## src/rtl/vscpu_mem_arbiter.sv

```systemverilog
// Round-robin arbiter sharing one memory-controller port among NUM_CORES
// VerySimpleCPU cores, with per-access timeout and sticky per-core error flags.
//
// state | meaning
// IDLE  | waiting for an eligible core_req; grants from rr_ptr upward
// ISSUE | mem_ctrl_req held high until mem_ctrl_vld or timeout
// RESP  | one-cycle core_vld pulse to the granted core
module vscpu_mem_arbiter #(
    parameter int NUM_CORES  = 3,
    parameter int ADDR_W     = 14,
    parameter int DATA_W     = 32,
    parameter int TIMEOUT    = 255,
    localparam int IDX_W      = $clog2(NUM_CORES),
    localparam int MEM_ADDR_W = ADDR_W + IDX_W
) (
    input  logic                        clk,
    input  logic                        rst_n,
    input  logic [NUM_CORES-1:0]        core_req,
    input  logic [NUM_CORES-1:0]        core_we,
    input  logic [NUM_CORES*ADDR_W-1:0] core_addr,
    input  logic [NUM_CORES*DATA_W-1:0] core_wdata,
    input  logic [NUM_CORES-1:0]        core_done,
    output logic [NUM_CORES-1:0]        core_vld,
    output logic [DATA_W-1:0]           core_rdata,
    output logic                        mem_ctrl_req,
    output logic                        mem_ctrl_we,
    output logic [MEM_ADDR_W-1:0]       mem_ctrl_addr,
    output logic [DATA_W-1:0]           mem_ctrl_in,
    input  logic [DATA_W-1:0]           mem_ctrl_out,
    input  logic                        mem_ctrl_vld,
    output logic [NUM_CORES-1:0]        err,
    output logic                        all_done
);

    localparam int CNT_W = (TIMEOUT > 0) ? $clog2(TIMEOUT + 1) : 1;

    typedef enum logic [1:0] {
        IDLE  = 2'd0,
        ISSUE = 2'd1,
        RESP  = 2'd2
    } state_t;

    state_t               state_q;
    logic [IDX_W-1:0]     rr_ptr_q;
    logic [IDX_W-1:0]     gnt_idx_q;
    logic [CNT_W-1:0]     cnt_q;
    logic                 excl_q;
    logic                 we_q;
    logic [ADDR_W-1:0]    addr_q;
    logic [DATA_W-1:0]    wdata_q;
    logic                 mem_req_q;
    logic [NUM_CORES-1:0] core_vld_q;
    logic [DATA_W-1:0]    rdata_q;
    logic [NUM_CORES-1:0] err_q;
    logic                 all_done_q;

    logic [NUM_CORES-1:0] elig;
    logic                 grant_vld;
    logic [IDX_W-1:0]     grant_idx;
    logic [IDX_W-1:0]     cand;
    logic [IDX_W-1:0]     rr_ptr_d;
    logic [CNT_W-1:0]     cnt_d;
    logic                 timeout_hit;

    // The core just served sits out the first IDLE cycle so others get a turn.
    always_comb begin
        elig      = core_req;
        grant_vld = 1'b0;
        grant_idx = '0;
        cand      = '0;
        if (excl_q) begin
            elig[gnt_idx_q] = 1'b0;
        end
        for (int k = 0; k < NUM_CORES; k++) begin
            cand = IDX_W'((int'(rr_ptr_q) + k) % NUM_CORES);
            if (!grant_vld && elig[cand]) begin
                grant_vld = 1'b1;
                grant_idx = cand;
            end
        end
    end

    assign rr_ptr_d    = (int'(grant_idx) == NUM_CORES - 1) ? '0 : grant_idx + IDX_W'(1);
    assign cnt_d       = cnt_q + CNT_W'(1);
    assign timeout_hit = (TIMEOUT != 0) && (int'(cnt_q) == TIMEOUT - 1);

    always_ff @(posedge clk or negedge rst_n) begin
        if (!rst_n) begin
            state_q    <= IDLE;
            rr_ptr_q   <= '0;
            gnt_idx_q  <= '0;
            cnt_q      <= '0;
            excl_q     <= 1'b0;
            we_q       <= 1'b0;
            addr_q     <= '0;
            wdata_q    <= '0;
            mem_req_q  <= 1'b0;
            core_vld_q <= '0;
            rdata_q    <= '0;
            err_q      <= '0;
            all_done_q <= 1'b0;
        end else begin
            core_vld_q <= '0;
            excl_q     <= 1'b0;
            all_done_q <= &core_done;
            case (state_q)
                IDLE: begin
                    if (grant_vld) begin
                        state_q   <= ISSUE;
                        gnt_idx_q <= grant_idx;
                        rr_ptr_q  <= rr_ptr_d;
                        we_q      <= core_we[grant_idx];
                        addr_q    <= core_addr[int'(grant_idx)*ADDR_W +: ADDR_W];
                        wdata_q   <= core_wdata[int'(grant_idx)*DATA_W +: DATA_W];
                        mem_req_q <= 1'b1;
                        cnt_q     <= '0;
                    end
                end
                ISSUE: begin
                    // A response arriving on the timeout cycle still wins.
                    if (mem_ctrl_vld) begin
                        state_q               <= RESP;
                        rdata_q               <= mem_ctrl_out;
                        mem_req_q             <= 1'b0;
                        core_vld_q[gnt_idx_q] <= 1'b1;
                        cnt_q                 <= '0;
                    end else if (timeout_hit) begin
                        state_q               <= RESP;
                        rdata_q               <= '1;
                        mem_req_q             <= 1'b0;
                        core_vld_q[gnt_idx_q] <= 1'b1;
                        err_q[gnt_idx_q]      <= 1'b1;
                        cnt_q                 <= '0;
                    end else begin
                        cnt_q <= cnt_d;
                    end
                end
                RESP: begin
                    state_q <= IDLE;
                    excl_q  <= 1'b1;
                end
                default: begin
                    state_q   <= IDLE;
                    mem_req_q <= 1'b0;
                end
            endcase
        end
    end

    assign core_vld      = core_vld_q;
    assign core_rdata    = rdata_q;
    assign mem_ctrl_req  = mem_req_q;
    assign mem_ctrl_we   = we_q;
    assign mem_ctrl_addr = {gnt_idx_q, addr_q};
    assign mem_ctrl_in   = wdata_q;
    assign err           = err_q;
    assign all_done      = all_done_q;

endmodule

```

## config.mk

```make
export PLATFORM = sky130hd
export DESIGN_NAME = vscpu_mem_arbiter
export DESIGN_NICKNAME = d
export VERILOG_FILES = /design/src/rtl/vscpu_mem_arbiter.sv
export SDC_FILE = /design/constraint.sdc
export NUM_CORES = 1
export LEC_CHECK = 0
export CAP_MARGIN = 10
export CORE_UTILIZATION = 44
export DETAILED_ROUTE_END_ITERATION = 6
export PLACE_DENSITY_LB_ADDON = 0.2
export SLEW_MARGIN = 10
export SYNTH_ARGS = -nofsm -noshare
export SYNTH_HDL_FRONTEND = slang
export SYNTH_SLANG_ARGS = --single-unit
```

## constraint.sdc

```tcl
create_clock -name clk -period 5 [get_ports clk]
set_clock_uncertainty 0.05 [all_clocks]
set_input_delay 1.25 -clock clk [delete_from_list [all_inputs] [get_ports clk]]
set_output_delay 1.25 -clock clk [all_outputs]
set_load 0.02 [all_outputs]
```

; ---- After elaboration in Yosys (flattened, before gate mapping)
; Cells that the tools add are included.
[word_totals]
input_bits = 182
elab_cells = 91
register_bits = 102
out_inout_bits = 89
[classes]
n_shift = 2
div = 3
bitwise = 5
eq_ne = 6
add_sub_neg = 4
magnitude_cmp = 6
muxes = 36
n_reduce_logical = 15
multipliers = 1
[op_table]
columns = cell, n
row1 = $shiftx A96 B8 Y32, 1
row2 = $mod A32 B3 Y32 const B, 2
row3 = $mux W32, 2
row4 = $shiftx A42 B7 Y14, 1
row5 = $mod A3 B3 Y32 const B, 1
row6 = $mux W8, 3
row7 = $pmux W8 S2, 1
row8 = $lt A2 B3 Y1 const B, 5
row9 = $mux W2, 7
row10 = $mux W1, 12
row11 = $mux W3, 4
row12 = $reduce_and A3 Y1, 3
row13 = $add A8 B1 Y8 const B, 1
row14 = $bmux W1 S2, 4
row15 = $eq A8 B2 Y1 const B, 1
row16 = $reduce_and A2 Y1, 4
row17 = $mul A2 B3 Y5 const B, 1
row18 = $eq A2 B2 Y1 const B, 2
row19 = $pmux W2 S2, 1
row20 = $reduce_bool A2 Y1, 2
row21 = $add A2 B1 Y3 const B, 1
row22 = $add A2 B2 Y3 const B, 1
row23 = $and A3 B3 Y3, 1
row24 = $logic_and A1 B1 Y1, 3
row25 = other kinds (12), 14

; ---- Longest topological paths before layout
[logic_depth]
depth_word = 18
depth_mapped = 9
mapped_depth_nobuf = 7

; ---- Worst setup path before layout
; Ideal clock, no wire load.
[synth_path]
path_kind = input to register
start = input core_req[2]
end = register addr_q[3]
t_arrival_ns = 2.636
setup_time_ns = 0.136
n_path_buf = 2
required_ns = 4.814
path_slack_ns = 2.178
cell_stages = 7
cell_sequence = or4bb_1 a32oi_1 a311o_2 or2_4 buf_6 buf_6 o32ai_2
[synth_between]
elab_chain_len = 13
elab_cells_between_ends = 21
[synth_rtl]
columns = item, line_no
row1 = start: declaration, 18  ; input logic [NUM_CORES-1:0] core_req,
row2 = $and A3 B3 Y3 (no line), -
row3 = $mux W3 (*), 71  ; if (excl_q) begin
row4 = $bmux W1 S2, 76  ; if (!grant_vld && elig[cand]) begin
row5 = $mux W1 (implied by the code), 76
row6 = $mux W1, 76
row7 = $logic_not A1 Y1, 76
row8 = $logic_and A1 B1 Y1, 76
row9 = $mux W1, 76
row10 = $logic_not A1 Y1, 76
row11 = $logic_and A1 B1 Y1, 76
row12 = $mux W2, 76
row13 = $mul A2 B3 Y5, 113  ; addr_q <= core_addr[int'(grant_idx)*ADDR_W +: ADDR_W];
row14 = $shiftx A42 B7 Y14, 113
row15 = end signal: assignment, 113
row16 = end: declaration, 49  ; logic [ADDR_W-1:0] addr_q;
; Every way passes the cells marked *; elsewhere a longest branch is shown, timed or not. The select of a mux whose other input is x is not followed.
; A chain may end at the register's enable or synchronous reset.

; ---- Worst setup path after layout
[layout_path]
start = input core_req[0]
end = register addr_q[10]
; The elaborated chain is that of the path after synthesis.

==> qor.csv <==
metric;value;unit
run status;completed;
largest area contributor in the netlist;dfrtp_1;
Setup TNS;0;ns
post-synthesis cell count;528;
Lkg Pwr;3.52;nW
crit path kind;in2reg;
routed vias;5423;
area grow syn2layout;55.9;%
Final Hold Fails;0;
most common library cells after synthesis;dfrtp_1, inv_1, and3_1, o21ai_0, a211oi_1;
RePlAce Congestion;0.820;
FFs w/ async S/R, synth;100;%
Pwr Density;617;mW/mm^2
register share of total power;27.7;%
period utilization;75.2;%
count of nets after finishing;952;
Internal Pwr Total;0.00292;W
Worst-Margin Slew;1.06;ns
initial drt markers;659;
most common cell in the netlist;dfrtp_1;
max-cap violations;0;
# hold bufs at CTS;0;
routed vias/inst;5.93;
sequential area share after synthesis;47.5;%
GRT Residual Overflow;0;
chip width;113;microns
clock tree buffer depth;2;
Switch Pwr;0.00225;W
Tot GR Track Use;30.3;%
CTS tree;yes;
Die Y;113;microns
post-synthesis cell type count;48;
Peak VDD IR;414;uV
first-pass GRT wire length;29700;microns
Worst Path Required;5.15;ns
area of the core;0.0117;sq mm
post-synthesis cell area;0.00537;sq mm
grt met2 use;49.8;%
final core occ;71.8;%
maximum clock rate;266;MHz
# port buffers;270;
met1 Track Usage GR;36.5;%
busiest grt layer;met2;
H-tree Lvls;3;
Resized cells post-CTS;0;
# rows;39;
number of buffers created by CTS;9;
switching share of power;43.5;%
RSZ-0062 raised after global routing;false;
post-detail-place hpwl;13100;microns
GR Layer Usage met3;7.99;%
number of flops mapped to enable cells by yosys;0;
CP Launch Type;primary input;
DRC viols;0;
number of global-route vias before repair;5586;
Worst-path clk slew;0.06;ns
Final setup viols;0;
Post-CTS Setup Inserts;0;
clock share of power;13.1;%
CTS sink cnt;102;
Starting Density;46.1;%
antenna-violating nets left;0;
Top Ports;271;
Pre-antenna DRT Iters;5;
Syn Nets;714;
#FFs+latches synth;102;
Worst slew margin;29.4;%
crit path DAT;3.91;ns
Worst Setup End Kind;flop;
die area;0.0127;sq mm
max-slew violations;0;
worst-skew pair later-pin latency;0.35;ns
Hold Crit Class;reg2reg;
pre-CTS setup slack;1.00;ns
Critical Path Fanout Max;49;
Yosys top cell area share;47.5;%
ANT cells;0;
post-DR wirelength/cell;20.9;microns
Routed WL;19100;microns
initial antenna violation count;0;
layout cells sized above 1;6.74;%
Root Driver;clkbuf_16;
Final Critical Period;3.76;ns
Area contributors post-synth;dfrtp_1, a211oi_1, and3_1, o32ai_2, o22a_1;
flop-to-flop setup slack;1.74;ns
Synth Area per Inst;10.2;sq um
combinational power share;59.2;%
Final WS setup;1.24;ns
yosys synthesis warning count;0;
top_reg_cell synth;dfrtp_1;
pin count of the biggest net entering global routing;74;
[path summary, 6_finish.rpt]
check / to / start / cells after the start
max: addr_q[10]$_DFFE_PN0P_ / core_req[0] / 7
min: err[1]$_DFFE_PN0P_ / err[1]$_DFFE_PN0P_ / 1
max reg2reg: addr_q[10]$_DFFE_PN0P_ / rr_ptr_q[0]$_DFFE_PN0P_ / 8
min reg2reg: err[1]$_DFFE_PN0P_ / err[1]$_DFFE_PN0P_ / 1
max in group asynchronous: addr_q[9]$_DFFE_PN0P_ / rst_n / 2
min in group asynchronous: core_rdata[10]$_DFFE_PN0P_ / rst_n / 1
[cells by family (layout without fill, tap and decap cells)]
group | Yosys count | after routing | share of synthesized area [%]
AO/OA/AOI/OAI | 210 | 210 | 31.3
buffers and inverters | 108 | 351 | 8.41
flip-flops | 102 | 102 | 47.5
AND/OR/NAND/NOR | 100 | 100 | 11.1
adder cells (fa/ha/maj) | 4 | 4 | 0.932
multiplexers | 4 | 4 | 0.745
[layout by cell type (no fill, tap or decap), types with 4 or more instances in the layout]
cell	netlist	routed
a211oi_1	47	47
a21oi_1	10	10
and3_1	52	51
buf_4	2	7
clkbuf_1	28	4
clkbuf_16	0	9
clkdlybuf4s50_1	0	269
dfrtp_1	102	102
ha_1	4	4
inv_1	59	59
mux2i_1	4	4
nand2_1	12	11
nor2_1	13	12
o21ai_0	52	52
o22a_1	32	32
o32ai_1	28	28
o32ai_2	19	19
[sequential cells by signal, summed over array words and instances, names as in the netlist]
name and count:
addr_q 14, err 3, rr_ptr_q 2, state_q 2, gnt_idx_q 2, mem_ctrl_we 1
core_rdata 32, excl_q 1, all_done 1, mem_ctrl_in 32, cnt_q 8, mem_ctrl_req 1
core_vld 3
[worst max-delay path: stages]
cell             delay [ns]
clkdlybuf4s50_1        0.45
nor2b_1                0.20
o311a_1                0.21
buf_4                  0.38
nand2_2                0.70
a211oi_1               0.54
o32ai_2                0.14
[cell type report]
class,instances,area [sq um]
timing repair buffer,276,2750
fill,884,3290
clock buffer,16,282
sequential,102,2550
multi-input combinational,318,2390
inverter,59,221
tap,143,179
[power groups by stage]
stage | Sequential [W] | Clock [W] | Combinational (W)
after floorplan | 0.00179 | 0 | 0.00149
after global placement | 0.00142 | 0 | 0.00295
after detailed placement | 0.00144 | 0 | 0.00303
after CTS | 0.00143 | 0.000691 | 0.00305
after global routing | 0.00147 | 0.000720 | 0.00325
final | 0.00143 | 0.000675 | 0.00306
[per-stage QoR]
stage | hold WS [ns] | power, W | instances | instance area, sq um
floorplan | 0.428 | 0.00328 | 528 | 5370
global placement | 0.401 | 0.00437 | 898 | 8090
detailed placement | 0.408 | 0.00447 | 898 | 8090
CTS | 0.418 | 0.00517 | 914 | 8370
global route | 0.451 | 0.00544 | 914 | 8370
finish | 0.414 | 0.00516 | 914 | 8370
[per-layer routing]
layer  vias up  part of all wire, %
li1       2463                    -
met1      2589                   39
met2       317                   48
met3        54                  8.7
met4         0                  4.0
met5         -                    0
(Power assumes the default switching activity.)
